==> src/rtl/tiling.sv <==
// Single-layer convolution tile engine: stages ifmap/filter/bias from DRAM
// into the GLB, runs a sequential MAC over every output, writes opsums to the
// GLB and finally copies the opsum region back to DRAM.
module tiling #(
  parameter int ADDR_WIDTH = 32,
  parameter int DATA_WIDTH = 8
) (
  input  logic                  clk,
  input  logic                  rst,
  input  logic                  start,
  output logic                  finish,
  input  logic [31:0]           mapping_param,
  input  logic [31:0]           shape_param1,
  input  logic [31:0]           shape_param2,
  input  logic [ADDR_WIDTH-1:0] dram_ifmap_base_addr,
  input  logic [ADDR_WIDTH-1:0] dram_filter_base_addr,
  input  logic [ADDR_WIDTH-1:0] dram_bias_base_addr,
  input  logic [ADDR_WIDTH-1:0] dram_opsum_base_addr,
  input  logic [ADDR_WIDTH-1:0] glb_ifmap_base_addr,
  input  logic [ADDR_WIDTH-1:0] glb_filter_base_addr,
  input  logic [ADDR_WIDTH-1:0] glb_bias_base_addr,
  input  logic [ADDR_WIDTH-1:0] glb_opsum_base_addr,
  output logic                  dram_we,
  output logic [ADDR_WIDTH-1:0] dram_addr,
  output logic [31:0]           dram_w_data,
  input  logic [31:0]           dram_r_data,
  output logic [ADDR_WIDTH-1:0] glb_r_addr,
  input  logic [31:0]           glb_r_data,
  output logic                  glb_we,
  output logic [ADDR_WIDTH-1:0] glb_w_addr,
  output logic [31:0]           glb_w_data
);

  typedef enum logic [2:0] {
    IDLE, LOAD_IF, LOAD_FLT, LOAD_BIAS, COMPUTE, STORE, DONE
  } state_t;

  // Per-word micro-steps: ADDR/WAIT/TAKE serve copies and the bias fetch;
  // the IF_/FLT_/MAC steps form one multiply-accumulate.
  typedef enum logic [3:0] {
    STEP_ADDR, STEP_WAIT, STEP_TAKE,
    STEP_IF_ADDR, STEP_IF_WAIT, STEP_FLT_ADDR, STEP_FLT_WAIT, STEP_MAC,
    STEP_WRITE
  } step_t;

  state_t state;
  step_t  step;

  logic [31:0] mapping_q;
  logic [9:0]  m_q;
  logic [5:0]  c_q;
  logic [1:0]  r_q, u_q;
  logic [7:0]  w_q, h_q;

  logic [7:0]  ce, cf;
  logic [9:0]  cm;
  logic [1:0]  cr, cs;
  logic [5:0]  cc;
  logic [31:0] idx;
  logic signed [31:0]           acc;
  logic signed [DATA_WIDTH-1:0] ifv;

  logic                  shape_ok;
  logic [7:0]            e_dim, f_dim;
  logic [31:0]           out_total, if_words, flt_words;
  logic [31:0]           cp_cnt, if_off, flt_off, h_pos, w_pos;
  logic [ADDR_WIDTH-1:0] cp_src, cp_dst, word_off;
  state_t                cp_next;
  logic signed [2*DATA_WIDTH-1:0] prod;
  logic                  unused_bits;

  assign unused_bits = ^{mapping_q, shape_param1[31:26], shape_param1[23:20],
                         shape_param1[17:16], shape_param2[31:16]};

  function automatic logic [7:0] span_div(input logic [7:0] span, input logic [1:0] u);
    case (u)
      2'd1:    span_div = span;
      2'd2:    span_div = span >> 1;
      2'd3:    span_div = span / 8'd3;
      default: span_div = '0;
    endcase
  endfunction

  // Derived layer geometry, per-phase copy source/destination and MAC operands
  always_comb begin
    // Any zero-sized field, zero stride or kernel wider than the ifmap makes
    // the output volume empty, so COMPUTE and STORE fall straight through.
    shape_ok  = (m_q != '0) && (c_q != '0) && (r_q != '0) && (u_q != '0) &&
                (h_q >= 8'(r_q)) && (w_q >= 8'(r_q));
    e_dim     = shape_ok ? span_div(h_q - 8'(r_q), u_q) + 8'd1 : '0;
    f_dim     = shape_ok ? span_div(w_q - 8'(r_q), u_q) + 8'd1 : '0;
    out_total = 32'(e_dim) * 32'(f_dim) * 32'(m_q);
    if_words  = (32'(h_q) * 32'(w_q) * 32'(c_q) + 32'd3) >> 2;
    flt_words = (32'(m_q) * 32'(r_q) * 32'(r_q) * 32'(c_q) + 32'd3) >> 2;
    word_off  = ADDR_WIDTH'({idx, 2'b00});

    cp_cnt  = '0;
    cp_src  = '0;
    cp_dst  = '0;
    cp_next = IDLE;
    case (state)
      LOAD_IF: begin
        cp_cnt = if_words;  cp_src = dram_ifmap_base_addr;
        cp_dst = glb_ifmap_base_addr;  cp_next = LOAD_FLT;
      end
      LOAD_FLT: begin
        cp_cnt = flt_words; cp_src = dram_filter_base_addr;
        cp_dst = glb_filter_base_addr; cp_next = LOAD_BIAS;
      end
      LOAD_BIAS: begin
        cp_cnt = 32'(m_q);  cp_src = dram_bias_base_addr;
        cp_dst = glb_bias_base_addr;   cp_next = COMPUTE;
      end
      STORE: begin
        cp_cnt = out_total; cp_src = glb_opsum_base_addr;
        cp_dst = dram_opsum_base_addr; cp_next = DONE;
      end
      default: ;
    endcase

    h_pos   = 32'(ce) * 32'(u_q) + 32'(cr);
    w_pos   = 32'(cf) * 32'(u_q) + 32'(cs);
    if_off  = (h_pos * 32'(w_q) + w_pos) * 32'(c_q) + 32'(cc);
    flt_off = ((32'(cm) * 32'(r_q) + 32'(cr)) * 32'(r_q) + 32'(cs)) * 32'(c_q) + 32'(cc);
    prod    = ifv * $signed(glb_r_data[DATA_WIDTH-1:0]);
  end

  // Main sequencer: phase FSM with registered memory-port outputs
  always_ff @(posedge clk) begin
    if (!rst) begin
      state <= IDLE;  step <= STEP_ADDR;
      finish <= 1'b0; dram_we <= 1'b0; glb_we <= 1'b0;
      dram_addr <= '0; dram_w_data <= '0; glb_r_addr <= '0;
      glb_w_addr <= '0; glb_w_data <= '0;
      mapping_q <= '0; m_q <= '0; c_q <= '0; r_q <= '0; u_q <= '0;
      w_q <= '0; h_q <= '0;
      ce <= '0; cf <= '0; cm <= '0; cr <= '0; cs <= '0; cc <= '0;
      idx <= '0; acc <= '0; ifv <= '0;
    end else begin
      finish  <= 1'b0;
      dram_we <= 1'b0;
      glb_we  <= 1'b0;
      case (state)
        IDLE: begin
          if (start) begin
            mapping_q <= mapping_param;
            m_q <= shape_param1[9:0];   c_q <= shape_param1[15:10];
            r_q <= shape_param1[19:18]; u_q <= shape_param1[25:24];
            w_q <= shape_param2[7:0];   h_q <= shape_param2[15:8];
            ce <= '0; cf <= '0; cm <= '0; cr <= '0; cs <= '0; cc <= '0;
            idx <= '0; step <= STEP_ADDR; state <= LOAD_IF;
          end
        end
        LOAD_IF, LOAD_FLT, LOAD_BIAS, STORE: begin
          case (step)
            STEP_ADDR: begin
              if (idx >= cp_cnt) begin
                idx <= '0;
                state <= cp_next;
                finish <= (cp_next == DONE);
              end else begin
                if (state == STORE) glb_r_addr <= cp_src + word_off;
                else                dram_addr  <= cp_src + word_off;
                step <= STEP_WAIT;
              end
            end
            STEP_WAIT: step <= STEP_TAKE;
            STEP_TAKE: begin
              if (state == STORE) begin
                dram_we <= 1'b1; dram_addr <= cp_dst + word_off;
                dram_w_data <= glb_r_data;
              end else begin
                glb_we <= 1'b1; glb_w_addr <= cp_dst + word_off;
                glb_w_data <= dram_r_data;
              end
              idx  <= idx + 32'd1;
              step <= STEP_ADDR;
            end
            default: step <= STEP_ADDR;
          endcase
        end
        COMPUTE: begin
          case (step)
            STEP_ADDR: begin
              if (idx >= out_total) begin
                idx <= '0; state <= STORE;
              end else begin
                glb_r_addr <= glb_bias_base_addr + ADDR_WIDTH'({cm, 2'b00});
                step <= STEP_WAIT;
              end
            end
            STEP_WAIT:     step <= STEP_TAKE;
            STEP_TAKE:     begin acc <= glb_r_data; step <= STEP_IF_ADDR; end
            STEP_IF_ADDR:  begin
              glb_r_addr <= glb_ifmap_base_addr + ADDR_WIDTH'(if_off);
              step <= STEP_IF_WAIT;
            end
            STEP_IF_WAIT:  step <= STEP_FLT_ADDR;
            STEP_FLT_ADDR: begin
              ifv <= glb_r_data[DATA_WIDTH-1:0];
              glb_r_addr <= glb_filter_base_addr + ADDR_WIDTH'(flt_off);
              step <= STEP_FLT_WAIT;
            end
            STEP_FLT_WAIT: step <= STEP_MAC;
            STEP_MAC: begin
              acc  <= acc + 32'(prod);
              step <= STEP_IF_ADDR;
              if (cc == c_q - 6'd1) begin
                cc <= '0;
                if (cs == r_q - 2'd1) begin
                  cs <= '0;
                  if (cr == r_q - 2'd1) begin
                    cr <= '0; step <= STEP_WRITE;
                  end else cr <= cr + 2'd1;
                end else cs <= cs + 2'd1;
              end else cc <= cc + 6'd1;
            end
            STEP_WRITE: begin
              glb_we <= 1'b1;
              glb_w_addr <= glb_opsum_base_addr + word_off;
              glb_w_data <= acc;
              idx  <= idx + 32'd1;
              step <= STEP_ADDR;
              if (cm == m_q - 10'd1) begin
                cm <= '0;
                if (cf == f_dim - 8'd1) begin
                  cf <= '0; ce <= ce + 8'd1;
                end else cf <= cf + 8'd1;
              end else cm <= cm + 10'd1;
            end
            default: step <= STEP_ADDR;
          endcase
        end
        DONE:    state <= IDLE;
        default: state <= IDLE;
      endcase
    end
  end

endmodule

==> config.mk <==
export PLATFORM = sky130hd
export DESIGN_NAME = tiling
export DESIGN_NICKNAME = d
export VERILOG_FILES = /design/src/rtl/tiling.sv
export SDC_FILE = /design/constraint.sdc
export NUM_CORES = 2
export LEC_CHECK = 0
export BUFFER_PORTS_ARGS = -buffer_cell sky130_fd_sc_hd__buf_2
export CAP_MARGIN = 20
export CORE_ASPECT_RATIO = 0.7
export CORE_MARGIN = 4
export CORE_UTILIZATION = 63
export CTS_CLUSTER_DIAMETER = 50
export DETAILED_ROUTE_END_ITERATION = 16
export PLACE_DENSITY = 0.84
export SYNTH_ARGS = -nofsm -noshare
export SYNTH_HDL_FRONTEND = slang
export SYNTH_SLANG_ARGS = --single-unit
export TNS_END_PERCENT = 5
==> constraint.sdc <==
create_clock -name clk -period 22.7 [get_ports clk]
set_clock_uncertainty 0.15 [all_clocks]
set_input_delay 4.54 -clock clk [delete_from_list [all_inputs] [get_ports clk]]
set_output_delay 4.54 -clock clk [all_outputs]
set_load 0.05 [all_outputs]
After elaboration in Yosys (flattened, before gate mapping)
Index checks and enable logic that the tools add are counted.

Reduce and logical (&&, ||, !) cells: 35. Muxes and demuxes: 80. Equality and inequality tests: 47. Add/sub/neg operators: 31. Order comparisons: 4. Div/mod/pow operators: 2. Multipliers: 15.

Operators with widths (count): 2-to-1 mux 32 bit (16); case mux 32 bit (2 select lines) (7); case mux 32 bit (4 select lines) (2); case mux 32 bit (3 select lines) (2); case mux 26 bit (4 select lines) (1); adder 32 bit (3); 2-to-1 mux 8 bit (9); multiplier 8 x 8 -> 16 bit (3); case mux 8 bit (3 select lines) (2); multiplier 16 x 6 -> 22 bit (2); adder 32 x 1 -> 32 bit, second input constant (1); adder 32 x 12 -> 32 bit (1); adder 32 x 16 -> 32 bit (1); adder 32 x 23 -> 32 bit (1); adder 32 x 27 -> 32 bit (1); adder 8 x 1 -> 8 bit, second input constant (4); >= comparator 32 x 26 -> 1 bit (1); >= comparator 32 bit (1); inequality test 2 bit, second input constant (16); case mux 4 bit (8 select lines) (1); case mux 8 bit (2 select lines) (2); 2-to-1 mux 10 bit (3); adder 26 x 6 -> 27 bit (1); multiplier 16 x 10 -> 26 bit (1); 67 further kinds (132).

Output and inout bits: 163. Input port bits: 419. Register bits after elaboration: 314.

Logic depth before layout (Yosys ltp)
Depth in word-level cells: 14. Depth in mapped cells: 74. Mapped depth without buffers: 68.

Least setup slack after synthesis
OpenSTA, ideal clock, no wires.

Path kind: flip-flop to flip-flop. Start point: reg r_q[1]. End point: reg dram_addr[22]. Clock period less this slack: 16.324 ns. Arrival: 16.046 ns. Data required time: 22.422 ns. Cell stages (with the launch flop): 71. Setup time: 0.128 ns. Setup slack: 6.376 ns. Cell sequence: dfxtp_1 clkbuf_1 inv_1 fa_1 clkbuf_1 or4_1 buf_2 and3_1 or4_4 o211ai_2 buf_6 nand2_1 o211ai_1 ha_1 a211oi_1 o21ai_0 o2bb2ai_1 a311o_1 [... 35 more ...] o41ai_1 o21ai_0 o41ai_1 xor2_1 or2_2 ha_1 o211a_1 o21ai_0 a21oi_1 nor3b_1 o41ai_1 nand2_1 clkbuf_1 a211oi_1 clkbuf_1 o211ai_1 o21ai_0 nor2_1.

Cells in the longest elaborated chain, start to end: 12. Elaborated cells on any way between the ends: 27.

RTL lines: start: declaration (line 52) `logic [1:0] r_q, u_q;`; start signal: assignment (line 148) `r_q <= shape_param1[19:18]; u_q <= shape_param1[25:24];`; branches (longest 8 deep; another with multiplier 16 x 10 -> 26 bit); case mux 26 bit (4 select lines) (*) (line 101) `case (state)`; >= comparator 32 bit (*) (line 157) `if (idx >= cp_cnt) begin`; inequality test 2 bit (no source line) (*); AND reduction 5 bit (no source line) (*); end signal: assignment (line 163) `else dram_addr <= cp_src + word_off;`; end: declaration (line 24) `output logic [ADDR_WIDTH-1:0] dram_addr,`.

Mark *: on every way between the ends. A chain may end at the register's enable or synchronous reset.

Worst setup path in the final report
Start point: reg r_q[1]. End point: reg idx[12].

Cells in the longest elaborated chain, start to end: 12. Elaborated cells on any way between the ends: 29.

RTL lines: branches (longest 11 deep; another with >= comparator 32 bit); AND reduction 6 bit (no source line) (*); end signal: assignment (line 176) `idx <= idx + 32'd1;`; end signal: assignment (line 222) `idx <= idx + 32'd1;`; end: declaration (line 59) `logic [31:0] idx;`.

Marked as above.

==> results_dict.tcl <==
set metrics [dict create \
    die_x_um 369 \
    reg2reg_depth 64 \
    dpl-instance-area_um2 60900 \
    cap_violations 0 \
    wl_per_cell_um 22.8 \
    grt_pass1_wl_mm 305 \
    cp.arrival_ns 19.92 \
    power_density_nw_per_um2 49.3 \
    stdcell_area_um2 62600 \
    p_leak_nw 30.7 \
    grt_pass1_vias 52568 \
    io_buffers 521 \
    multi_input_area_um2 46500 \
    period_share 0.864 \
    dp_hpwl_mm 161 \
    final.min_clock_period_ns 19.61 \
    postSynthAreaPerCell_um2 8.00 \
    numCtsBuffers 46 \
    required_ns 23.01 \
    path_clk_slew_ns 0.06 \
    tritoncts "built" \
    core_area_um2 90100 \
    gp_congestion 1.07 \
    drive_gt1_frac 0.0996 \
    finalCoreUtilization 0.694 \
    cpPeakStageDelay_ns 0.84 \
    clk_latency_ns 0.62 \
    postCtsHoldBufs 0 \
    postCtsResizedCells 0 \
    syn-num-nets 8945 \
    drtIter0Drc 6573 \
    nNetsFinal 9262 \
    grt_max_degree 188 \
    peakVddDrop_mv 0.0696 \
    final_common_cell "nand2_1" \
    max_freq_mhz 51.0 \
    crit_slowest_cell "a21o_1" \
    cpMostUsedCell "fa_1" \
    finalMaxSlewViolations 0 \
    drc 0 \
    worstSetupPathType "register to register" \
    hp-class "register to register" \
    placementRows 92 \
    synthCells 7168 \
    fin_tns_setup_ns 0 \
    drtPass1Iterations 6 \
    grt_overflow_total 0 \
    cts-root-buf "clkbuf_16" \
    synth_seq_cells 314 \
    ys_seq_area_frac 0.110 \
    grt_usage 0.409 \
    n_fill_cell 7325 \
    pin_count 582 \
    ys_warn_count 0 \
    tightest_slew_ns 1.27 \
    setup_viol 0 \
    syn_area_um2 57400 \
    die_y_um 260 \
    synth_edf_count 0 \
    total_power_w 0.00308 \
    seq_area_um2 6290 \
    path_max_fanout 40 \
    dieArea_um2 96000 \
    cts_setup_buffers 0 \
    antenna_found_initial 19 \
    via_per_inst 6.23 \
    areaGrowthSynthToFinish_pct 9.05 \
    outcome "complete, no violations" \
    end_kind "register" \
    async_flop_share 0 \
    cts_buffer_depth 3 \
    synth_cell_types 93 \
    dp_cells 8656 \
    start_util 0.637 \
    min_path_cells 2 \
    num_vias 54483 \
    clock-sinks 314 \
    fin_cells 8750 \
    synth_ff_type "dfxtp_1" \
    htreeDepth 2 \
    wl_mm 200 \
    ant_nets 0 \
    final_cell_mix "1015 x nand2_1, 902 x inv_1, 682 x ha_1" \
    hold_viol_final 0 \
    start_kind "register" \
    grt_setup_unrepaired "false" \
    slew_headroom 0.150 \
]
==> path summary, 6_finish.rpt <==
path / slack (ns) / end / from
setup / recovery: 3.09 / idx[12] / r_q[1]
hold / removal: 0.30 / glb_r_addr[23] / glb_r_addr[23]
setup reg to reg: 3.09 / idx[12] / r_q[1]
hold reg to reg: 0.30 / glb_r_addr[23] / glb_r_addr[23]
==> where the power goes <==
group	switching [W]	leakage [nW]	internal [W]	total [W]
sequential	0.0000589	2.54	0.000602	0.000661
clock	0.000329	0.765	0.000432	0.000760
combinational	0.00119	27.4	0.000468	0.00166
total	0.00158	30.7	0.00150	0.00308
==> routing by layer <==
layer / GRT usage / wire (µm) / up-vias
met5: 0.00557 / 194 / -
met4: 0.188 / 10800 / 22
met3: 0.145 / 28100 / 607
met2: 0.583 / 81300 / 3185
met1: 0.557 / 79300 / 26245
li1: - / - / 24424
==> kinds of logic (layout without fill, tap and decap cells) <==
| logic type | Yosys count | after routing | share of synthesized area |
|---|---|---|---|
| other | 0 | 5 | 0 |
| and+or+nand+nor | 2400 | 2400 | 0.194 |
| buffers and inverters | 1234 | 1589 | 0.0814 |
| AOI/OAI and AO/OA | 1409 | 1409 | 0.161 |
| DFF | 314 | 314 | 0.110 |
| xor gates and xnor gates | 418 | 418 | 0.0640 |
| muxes | 35 | 35 | 0.00626 |
| adders and majority gates | 1358 | 1358 | 0.385 |
==> cell usage after synthesis (125+ instances only) <==
| master | number | share of area |
|---|---|---|
| a21oi_1 | 441 | 0.038 |
| a22oi_1 | 127 | 0.017 |
| and2_1 | 375 | 0.041 |
| clkbuf_1 | 299 | 0.020 |
| dfxtp_1 | 314 | 0.11 |
| fa_1 | 676 | 0.24 |
| ha_1 | 682 | 0.15 |
| inv_1 | 902 | 0.059 |
| nand2_1 | 1016 | 0.066 |
| nor2_1 | 475 | 0.031 |
| o21ai_0 | 208 | 0.018 |
| xnor2_1 | 292 | 0.045 |
| xor2_1 | 125 | 0.019 |
==> through the flow <==
step	hold WS, ns	setup WS [ns]
2_1_floorplan	0.282	6.38
3_3_place_gp	0.288	3.84
3_5_place_dp	0.291	3.60
4_1_cts	0.298	3.56
5_1_grt	0.317	2.06
6_report	0.298	3.09
==> sequential cells by signal (all words and copies together), names as in the netlist, 2 cells and up <==
name / flops
u_q: 2
cf: 8
w_q: 8
cs: 2
acc: 32
h_q: 8
cc: 6
c_q: 6
dram_addr: 32
state: 3
ce: 8
ifv: 8
cm: 10
dram_w_data: 32
step: 4
idx: 32
cr: 2
glb_w_addr: 32
m_q: 10
glb_w_data: 32
r_q: 2
glb_r_addr: 32
==> cell type report <==
| type | count | area share |
|---|---|---|
| Tap cell | 1222 | 0.0244 |
| Multi-Input combinational cell | 5620 | 0.743 |
| Antenna cell | 5 | 0.000200 |
| Inverter | 905 | 0.0544 |
| Clock buffer | 55 | 0.0194 |
| Clock inverter | 31 | 0.00604 |
| Timing Repair Buffer | 598 | 0.0515 |
| Sequential cell | 314 | 0.101 |
==> worst max-delay path: cells and delay by family, from the launching register on <==
| kind | cells | cell delay (ns) |
|---|---|---|
| adder cells (fa/ha/maj) | 15 | 6.84 |
| AO/OA/AOI/OAI | 26 | 5.88 |
| AND/OR/NAND/NOR | 11 | 3.61 |
| XOR/XNOR | 3 | 1.43 |
| buffers and inverters | 9 | 1.24 |
| flip-flops | 1 | 0.31 |
Note: power is estimated with default switching activity, not from simulation.
